### config.mk
export PLATFORM = sky130hd
export DESIGN_NAME = vx_dispatch_arb_flat
export DESIGN_NICKNAME = d
export VERILOG_FILES = /design/src/rtl/vx_dispatch_arb_pkg.sv /design/src/rtl/vx_dispatch_arb_if.sv /design/src/rtl/vx_dispatch_arb_skid.sv /design/src/rtl/vx_dispatch_arb.sv /design/src/flat_wrapper.sv
export SDC_FILE = /design/constraint.sdc
export NUM_CORES = 2
export LEC_CHECK = 0
export CAP_MARGIN = 10
export CORE_AREA = 2 2 511 513
export DETAILED_ROUTE_END_ITERATION = 12
export DIE_AREA = 0 0 513 515
export GPL_ROUTABILITY_DRIVEN = 0
export PLACE_DENSITY = 0.41
export SYNTH_ARGS = -nofsm -noshare
export SYNTH_HDL_FRONTEND = slang
export SYNTH_SLANG_ARGS = --single-unit
export TNS_END_PERCENT = 10
### constraint.sdc
create_clock -name clk -period 66.2 [get_ports clk]
set_clock_uncertainty 0.15 [all_clocks]
set_input_delay 16.55 -clock clk [delete_from_list [all_inputs] [get_ports clk]]
set_output_delay 16.55 -clock clk [all_outputs]
set_load 0.01 [all_outputs]
### src/rtl/vx_dispatch_arb_pkg.sv
// Shared dispatch payload layout and sizing helpers for the dispatch arbiter.
// Pure declarations: no latency, no flow control.
package vx_dispatch_arb_pkg;

    typedef struct packed {
        logic [31:0] uuid;
        logic [7:0]  wid;
        logic [31:0] tmask;
        logic [31:0] pc;
        logic [7:0]  op_type;
        logic [15:0] op_args;
        logic [7:0]  wb;
        logic [7:0]  rd;
        logic [7:0]  rs1;
        logic [7:0]  rs2;
        logic [7:0]  rs3;
        logic [31:0] imm;
        logic [55:0] rsvd;
    } dispatch_data_t;

    localparam int DISPATCH_DATAW = $bits(dispatch_data_t);
    localparam int PERF_W_DEF     = 32;

    // Source index width, never narrower than one bit so NUM_REQS=1 still has a select.
    function automatic int sel_w(input int n);
        return (n > 1) ? $clog2(n) : 1;
    endfunction

endpackage

### src/rtl/vx_dispatch_arb_if.sv
// Requester-side and execute-side handshake bundle of the dispatch arbiter.
// slave = arbiter view, master = driver/consumer view.
interface vx_dispatch_arb_if
    import vx_dispatch_arb_pkg::*;
#(
    parameter int NUM_REQS  = 4,
    parameter int DATAW     = DISPATCH_DATAW,
    parameter int REQ_SEL_W = sel_w(NUM_REQS),
    parameter int PERF_W    = PERF_W_DEF
);
    logic [NUM_REQS-1:0]       req_valid;
    logic [NUM_REQS*DATAW-1:0] req_data;
    logic [NUM_REQS-1:0]       req_ready;
    logic                      out_valid;
    logic [DATAW-1:0]          out_data;
    logic [REQ_SEL_W-1:0]      out_sel;
    logic                      out_ready;
    logic [PERF_W-1:0]         perf_stalls;

    modport slave (
        input  req_valid, req_data, out_ready,
        output req_ready, out_valid, out_data, out_sel, perf_stalls
    );

    modport master (
        output req_valid, req_data, out_ready,
        input  req_ready, out_valid, out_data, out_sel, perf_stalls
    );
endinterface

### src/rtl/vx_dispatch_arb_skid.sv
// Two-entry payload+source buffer; 1 cycle from push to out_valid, full-rate when streaming.
// in_ready is purely registered (count<2), so a pop never re-opens the input in the same cycle.
module vx_dispatch_arb_skid #(
    parameter int DATAW = 256,
    parameter int SEL_W = 2
) (
    input  logic             clk,
    input  logic             reset,
    input  logic             in_valid,
    input  logic [DATAW-1:0] in_data,
    input  logic [SEL_W-1:0] in_sel,
    output logic             in_ready,
    output logic             out_valid,
    output logic [DATAW-1:0] out_data,
    output logic [SEL_W-1:0] out_sel,
    input  logic             out_ready
);
    logic [DATAW-1:0] data_q [2];
    logic [SEL_W-1:0] sel_q  [2];
    logic             head, tail;
    logic [1:0]       count;
    logic             push, pop;

    assign in_ready  = (count != 2'd2);
    assign out_valid = (count != 2'd0);
    assign out_data  = data_q[head];
    assign out_sel   = sel_q[head];
    assign push      = in_valid && in_ready;
    assign pop       = out_valid && out_ready;

    always_ff @(posedge clk or posedge reset) begin
        if (reset) begin
            for (int i = 0; i < 2; i++) begin
                data_q[i] <= '0;
                sel_q[i]  <= '0;
            end
            head  <= 1'b0;
            tail  <= 1'b0;
            count <= 2'd0;
        end else begin
            if (push) begin
                data_q[tail] <= in_data;
                sel_q[tail]  <= in_sel;
                tail         <= ~tail;
            end
            if (pop) begin
                head <= ~head;
            end
            case ({push, pop})
                2'b10:   count <= count + 2'd1;
                2'b01:   count <= count - 2'd1;
                default: count <= count;
            endcase
        end
    end
endmodule

### src/rtl/vx_dispatch_arb.sv
// Round-robin share of one execute dispatch port between NUM_REQS streams; 1 cycle accept->out_valid.
// Requesters see ready only while the output buffer has room; ready never looks at out_ready.
module vx_dispatch_arb
    import vx_dispatch_arb_pkg::*;
#(
    parameter int NUM_REQS  = 4,
    parameter int DATAW     = DISPATCH_DATAW,
    parameter int REQ_SEL_W = sel_w(NUM_REQS),
    parameter int PERF_W    = PERF_W_DEF
) (
    input logic               clk,
    input logic               reset,
    vx_dispatch_arb_if.slave  bus
);
    localparam logic [REQ_SEL_W-1:0] LAST_REQ = REQ_SEL_W'(NUM_REQS - 1);

    logic [REQ_SEL_W-1:0] rr_ptr;
    logic [REQ_SEL_W-1:0] grant;
    logic                 any_valid;
    logic                 skid_ready;
    logic                 accept;
    logic [DATAW-1:0]     grant_data;
    logic [PERF_W-1:0]    stalls;

    // Scan from the pointer upward with wrap; descending loop lets the nearest hit win.
    function automatic logic [REQ_SEL_W-1:0] pick(input logic [NUM_REQS-1:0] v,
                                                  input logic [REQ_SEL_W-1:0] p);
        int                  idx;
        logic [NUM_REQS-1:0] sh;
        pick = '0;
        for (int k = NUM_REQS - 1; k >= 0; k--) begin
            idx = (int'(p) + k) % NUM_REQS;
            sh  = v >> idx;
            if (sh[0]) pick = idx[REQ_SEL_W-1:0];
        end
    endfunction

    assign any_valid     = |bus.req_valid;
    assign grant         = pick(bus.req_valid, rr_ptr);
    assign accept        = any_valid && skid_ready;
    assign bus.req_ready = accept ? (NUM_REQS'(1) << grant) : '0;
    assign bus.perf_stalls = stalls;

    always_comb begin
        grant_data = '0;
        for (int i = 0; i < NUM_REQS; i++) begin
            if (grant == REQ_SEL_W'(i)) grant_data = bus.req_data[i*DATAW +: DATAW];
        end
    end

    always_ff @(posedge clk or posedge reset) begin
        if (reset) begin
            rr_ptr <= '0;
            stalls <= '0;
        end else begin
            if (accept) begin
                rr_ptr <= (grant == LAST_REQ) ? '0 : grant + REQ_SEL_W'(1);
            end
            if (any_valid && !accept) begin
                stalls <= stalls + PERF_W'(1);
            end
        end
    end

    vx_dispatch_arb_skid #(
        .DATAW (DATAW),
        .SEL_W (REQ_SEL_W)
    ) u_skid (
        .clk       (clk),
        .reset     (reset),
        .in_valid  (any_valid),
        .in_data   (grant_data),
        .in_sel    (grant),
        .in_ready  (skid_ready),
        .out_valid (bus.out_valid),
        .out_data  (bus.out_data),
        .out_sel   (bus.out_sel),
        .out_ready (bus.out_ready)
    );
endmodule
### src/flat_wrapper.sv
// flat-port wrapper written by rule: the top's interface ports become plain ports
module vx_dispatch_arb_flat import vx_dispatch_arb_pkg::*;
#(
    parameter int NUM_REQS  = 4,
    parameter int DATAW     = DISPATCH_DATAW,
    parameter int REQ_SEL_W = sel_w(NUM_REQS),
    parameter int PERF_W    = PERF_W_DEF
)
  (clk, reset, bus_req_valid, bus_req_data, bus_out_ready, bus_req_ready, bus_out_valid, bus_out_data, bus_out_sel, bus_perf_stalls);
  vx_dispatch_arb_if #(.NUM_REQS(NUM_REQS), .DATAW(DATAW), .REQ_SEL_W(REQ_SEL_W), .PERF_W(PERF_W)) bus_i ();
  input logic clk;
  input logic reset;
  input wire logic [$bits(bus_i.req_valid)-1:0] bus_req_valid;
  input wire logic [$bits(bus_i.req_data)-1:0] bus_req_data;
  input wire logic [$bits(bus_i.out_ready)-1:0] bus_out_ready;
  output wire logic [$bits(bus_i.req_ready)-1:0] bus_req_ready;
  output wire logic [$bits(bus_i.out_valid)-1:0] bus_out_valid;
  output wire logic [$bits(bus_i.out_data)-1:0] bus_out_data;
  output wire logic [$bits(bus_i.out_sel)-1:0] bus_out_sel;
  output wire logic [$bits(bus_i.perf_stalls)-1:0] bus_perf_stalls;
  assign bus_i.req_valid = bus_req_valid;
  assign bus_i.req_data = bus_req_data;
  assign bus_i.out_ready = bus_out_ready;
  assign bus_req_ready = bus_i.req_ready;
  assign bus_out_valid = bus_i.out_valid;
  assign bus_out_data = bus_i.out_data;
  assign bus_out_sel = bus_i.out_sel;
  assign bus_perf_stalls = bus_i.perf_stalls;
  vx_dispatch_arb #(.NUM_REQS(NUM_REQS), .DATAW(DATAW), .REQ_SEL_W(REQ_SEL_W), .PERF_W(PERF_W)) u_core (.clk(clk), .reset(reset), .bus(bus_i));
endmodule
==> impl_results.md <==
- GR Overflow Total: 0
- Hold WC Path Type: reg2reg
- Critical Path Start Type: input pin
- GRT Overall Usage: 15.41%
- Final Critical Period: about 37 ns
- Hold depth: 2
- Peak VDD IR: roughly 0.000022 V
- # IOs: between 1000 and 1500
- Final ANT Viol Nets: 0
- Register bit count reported by yosys: 554
- Maxcap violations: 0
- Cell Pwr Density: 48.87 nW/um^2
- Register area share after synthesis: about two fifths
- Total CTS buffers: 76
- Clock Path Buffers: 3
- Crit Path Max Fanout: 34
- Mapped Avg Cell Area: 9.144 um^2
- Hold Startpoint: u_core.u_skid.data_q[404]$_DFFE_PP0P_
- Reg2reg start: u_core.rr_ptr[0]$_DFFE_PP0P_
- Via/cell ratio: 3.908
- Dpl hpwl: about 170000 um
- Number of global-route vias before repair: 33328
- H-tree levels: 3
- Total number of vias: between 30000 and 40000
- CTS tree: built
- Rows: between 150 and 200
- P&R area growth vs syn: 58.74%
- Hold Slack: ~0.32 ns
- Count of unique library cells instantiated by Yosys: 36
- IO buf count: about 1300
- Unrepaired setup endpoints after global routing: false
- WP data required: between 40 and 50 ns
- Slowest cell on the critical path: clkdlybuf4s50_1
- Crit path max-delay family: buffers and inverters
- Clock insertion delay at the later pin of the skew report: 0.71 ns
- Critical Path Source: bus_req_valid[0]
- Final slew viol count: 0
- CP Class: in2out
- FMAX: around 27 MHz
- Initial core utilization: between 10% and 20%
- Largest net degree at the start of global routing: approximately 150
- Die H: around 520 um
- Nets@finish: ~5800
- Cells on worst reg2reg path: 12
- Critical-path cell list: clkdlybuf4s50_1 -> nand2b_1 -> nor2b_1 -> o22a_1 -> inv_1 -> ha_4 -> and2_1 -> clkdlybuf4s50_1
- Share of cells above drive strength 1: a little over an eighth
- Slack of the worst reg-to-reg path: 60.33 ns
- # clock sinks: between 500 and 600
- Resized Gates After CTS: 0
- Postcts setup bufs: 0
- P_leak: 22.22 nW
- Worst slew margin: between 10% and 20%
- Die width: 513 um
- Clk root buf: clkbuf_16
- First-pass GRT wire length: ~280000 um
- Critical path buffer and inverter count: 3
- Hold_buf cts: 0
- CP Capture Type: primary output
- Synth warn: 0
- Syn_nets: 4651
- Tcrit/Tclk final: approximately 55%
- First-iteration detailed-routing DRC count: 1640
- Cell Area, Synth: approximately 33000 um^2
- R2r endpoint: u_core.u_skid.data_q[307]$_DFFE_PP0P_
- Die ar.: 264200 um^2
- Most common cell after layout, fill and taps aside: clkdlybuf4s50_1
- Final Hold Fails: 0
- Status: finished clean
- Core region area: ~260000 um^2
- WL/cell: between 20 and 30 um
- Worst Max-Slew Pin Slew: about 1.2 ns
- Clock slew at reported path FFs: ~0.06 ns
- CP arrival: ~20 ns
- Crit-path max cell delay: about 0.64 ns
- Top cell by count, worst path: clkdlybuf4s50_1
- Hold Crit Endpoint: u_core.u_skid.data_q[404]$_DFFE_PP0P_
- Post-Route WL: 212500 um
- Final setup viols: 0
- Final setup TNS: 0 ns
- Initial antenna violation count: between 150 and 200
- FILL cells: 28453
- Drt first pass iters: 5
- Mapped Cells: ~3600
- Remaining DRCs: 0
- Commonest non-fill, non-tap cells in the layout: clkdlybuf4s50_1, dfrtp_1, a21oi_1
==> state kept, by name (all words and copies together), names as in the netlist <==
signal                  count
u_core.u_skid.data_q      512
u_core.u_skid.head          1
u_core.u_skid.count         2
u_core.rr_ptr               2
u_core.bus.perf_stalls     32
u_core.u_skid.sel_q         4
u_core.u_skid.tail          1
==> per-stage QoR <==
stage          utilization (%)  instance area, um^2  power, mW  worst slack, ns  cells
6_report                 20.29                52460      2.564            29.68   8268
3_3_place_gp             19.24                49750      2.137            29.48   8090
3_5_place_dp             19.24                49750      2.154            29.56   8090
5_1_grt                  20.26                52390      2.732            29.58   8241
2_1_floorplan                -                33050      1.461            30.93   3614
4_1_cts                  20.25                52350      2.615            29.55   8224
==> synthesized netlist by cell type <==
| cell | n | area [um^2] |
|---|---|---|
| o21ai_0 | 412 | 2062 |
| o22a_1 | 1 | 8.760 |
| nor2b_1 | 2 | 12.51 |
| buf_2 | 61 | 305.3 |
| nand3_1 | 10 | 50.05 |
| and2_1 | 10 | 62.56 |
| or2_2 | 1 | 6.260 |
| ha_1 | 6 | 75.07 |
| a22o_1 | 102 | 893.4 |
| clkbuf_1 | 204 | 765.7 |
| o22ai_1 | 1 | 6.260 |
| and4_1 | 6 | 52.55 |
| xnor2_1 | 30 | 262.8 |
| a21o_1 | 1 | 7.510 |
| nor4_4 | 1 | 21.27 |
| mux2i_1 | 154 | 1541 |
| a211oi_1 | 1 | 7.510 |
| buf_4 | 3 | 22.52 |
| a22oi_1 | 154 | 1156 |
| mux2_2 | 374 | 4212 |
| nor3_1 | 1 | 5.000 |
| or3_1 | 1 | 6.260 |
| nor4_1 | 3 | 18.77 |
| nor2_1 | 5 | 18.77 |
| a21oi_1 | 515 | 2577 |
| inv_1 | 417 | 1565 |
| nor2_2 | 1 | 6.260 |
| nand4_1 | 15 | 93.84 |
| nand2_1 | 422 | 1584 |
| xor2_1 | 5 | 43.79 |
| mux2_4 | 93 | 1396 |
| nand2b_1 | 3 | 18.77 |
| dfrtp_1 | 554 | 13860 |
| buf_1 | 21 | 78.83 |
| and3_1 | 6 | 37.54 |
| buf_6 | 18 | 202.7 |
==> power breakdown <==
group	switching (mW)	total, mW	internal (mW)	leakage (nW)
Combinational	0.849	1.55	0.698	14.0
Sequential	0.0807	0.582	0.501	6.93
Clock	0.180	0.435	0.254	1.27
Total	1.11	2.56	1.45	22.2
==> cells by family (layout without fill, tap and decap cells) <==
kind of cell,after synthesis,in the layout,synth area share (%)
flops,554,554,41.95
other cells,0,44,0
simple gates,487,487,6.035
buf+inv,724,1932,8.897
fa+ha+maj,6,6,0.2272
mux,621,621,21.63
xor+xnor,35,35,0.9276
compound gates,1187,1187,20.33
==> worst register-to-register path: stages (launching register included) <==
cell,delay (ns)
dfrtp_1,0.53
nand2b_1,0.27
nor2b_1,0.18
o22a_1,0.47
inv_1,0.34
ha_4,0.52
buf_4,0.72
buf_4,0.66
buf_4,0.76
nand2_1,0.18
o21ai_0,0.59
a22oi_1,0.19
o21ai_0,0.23
==> worst max path at each step <==
stage	to	slack, ns	cells past startpoint
final	bus_req_ready[0]	29.68	8
after global routing	bus_req_ready[0]	29.58	8
after CTS	bus_req_ready[0]	29.55	8
after detailed placement	bus_req_ready[0]	29.56	8
after global placement	bus_req_ready[0]	29.48	8
after floorplan	bus_req_ready[3]	30.93	9
==> final cells by class <==
cell class	instances	area [um^2]	area share [%]
Clock inverter	30	444.2	0.8467
Clock buffer	104	2158	4.114
Multi-Input combinational cell	2336	16340	31.15
Sequential cell	554	13870	26.43
Timing Repair Buffer	1381	13710	26.13
Antenna cell	44	110.1	0.2099
Inverter	417	1573	2.998
Tap cell	3402	4257	8.114
==> metal layers <==
layer  share of wire (%)  vias up  track usage (%)
met5                0.24        -                0
met2                  48     1390            26.52
met4                 2.9       78            5.150
met3                 9.7      373            5.966
met1                  39    15685            17.29
li1                    -    14785                -
Power figures use the tool's default switching activity.
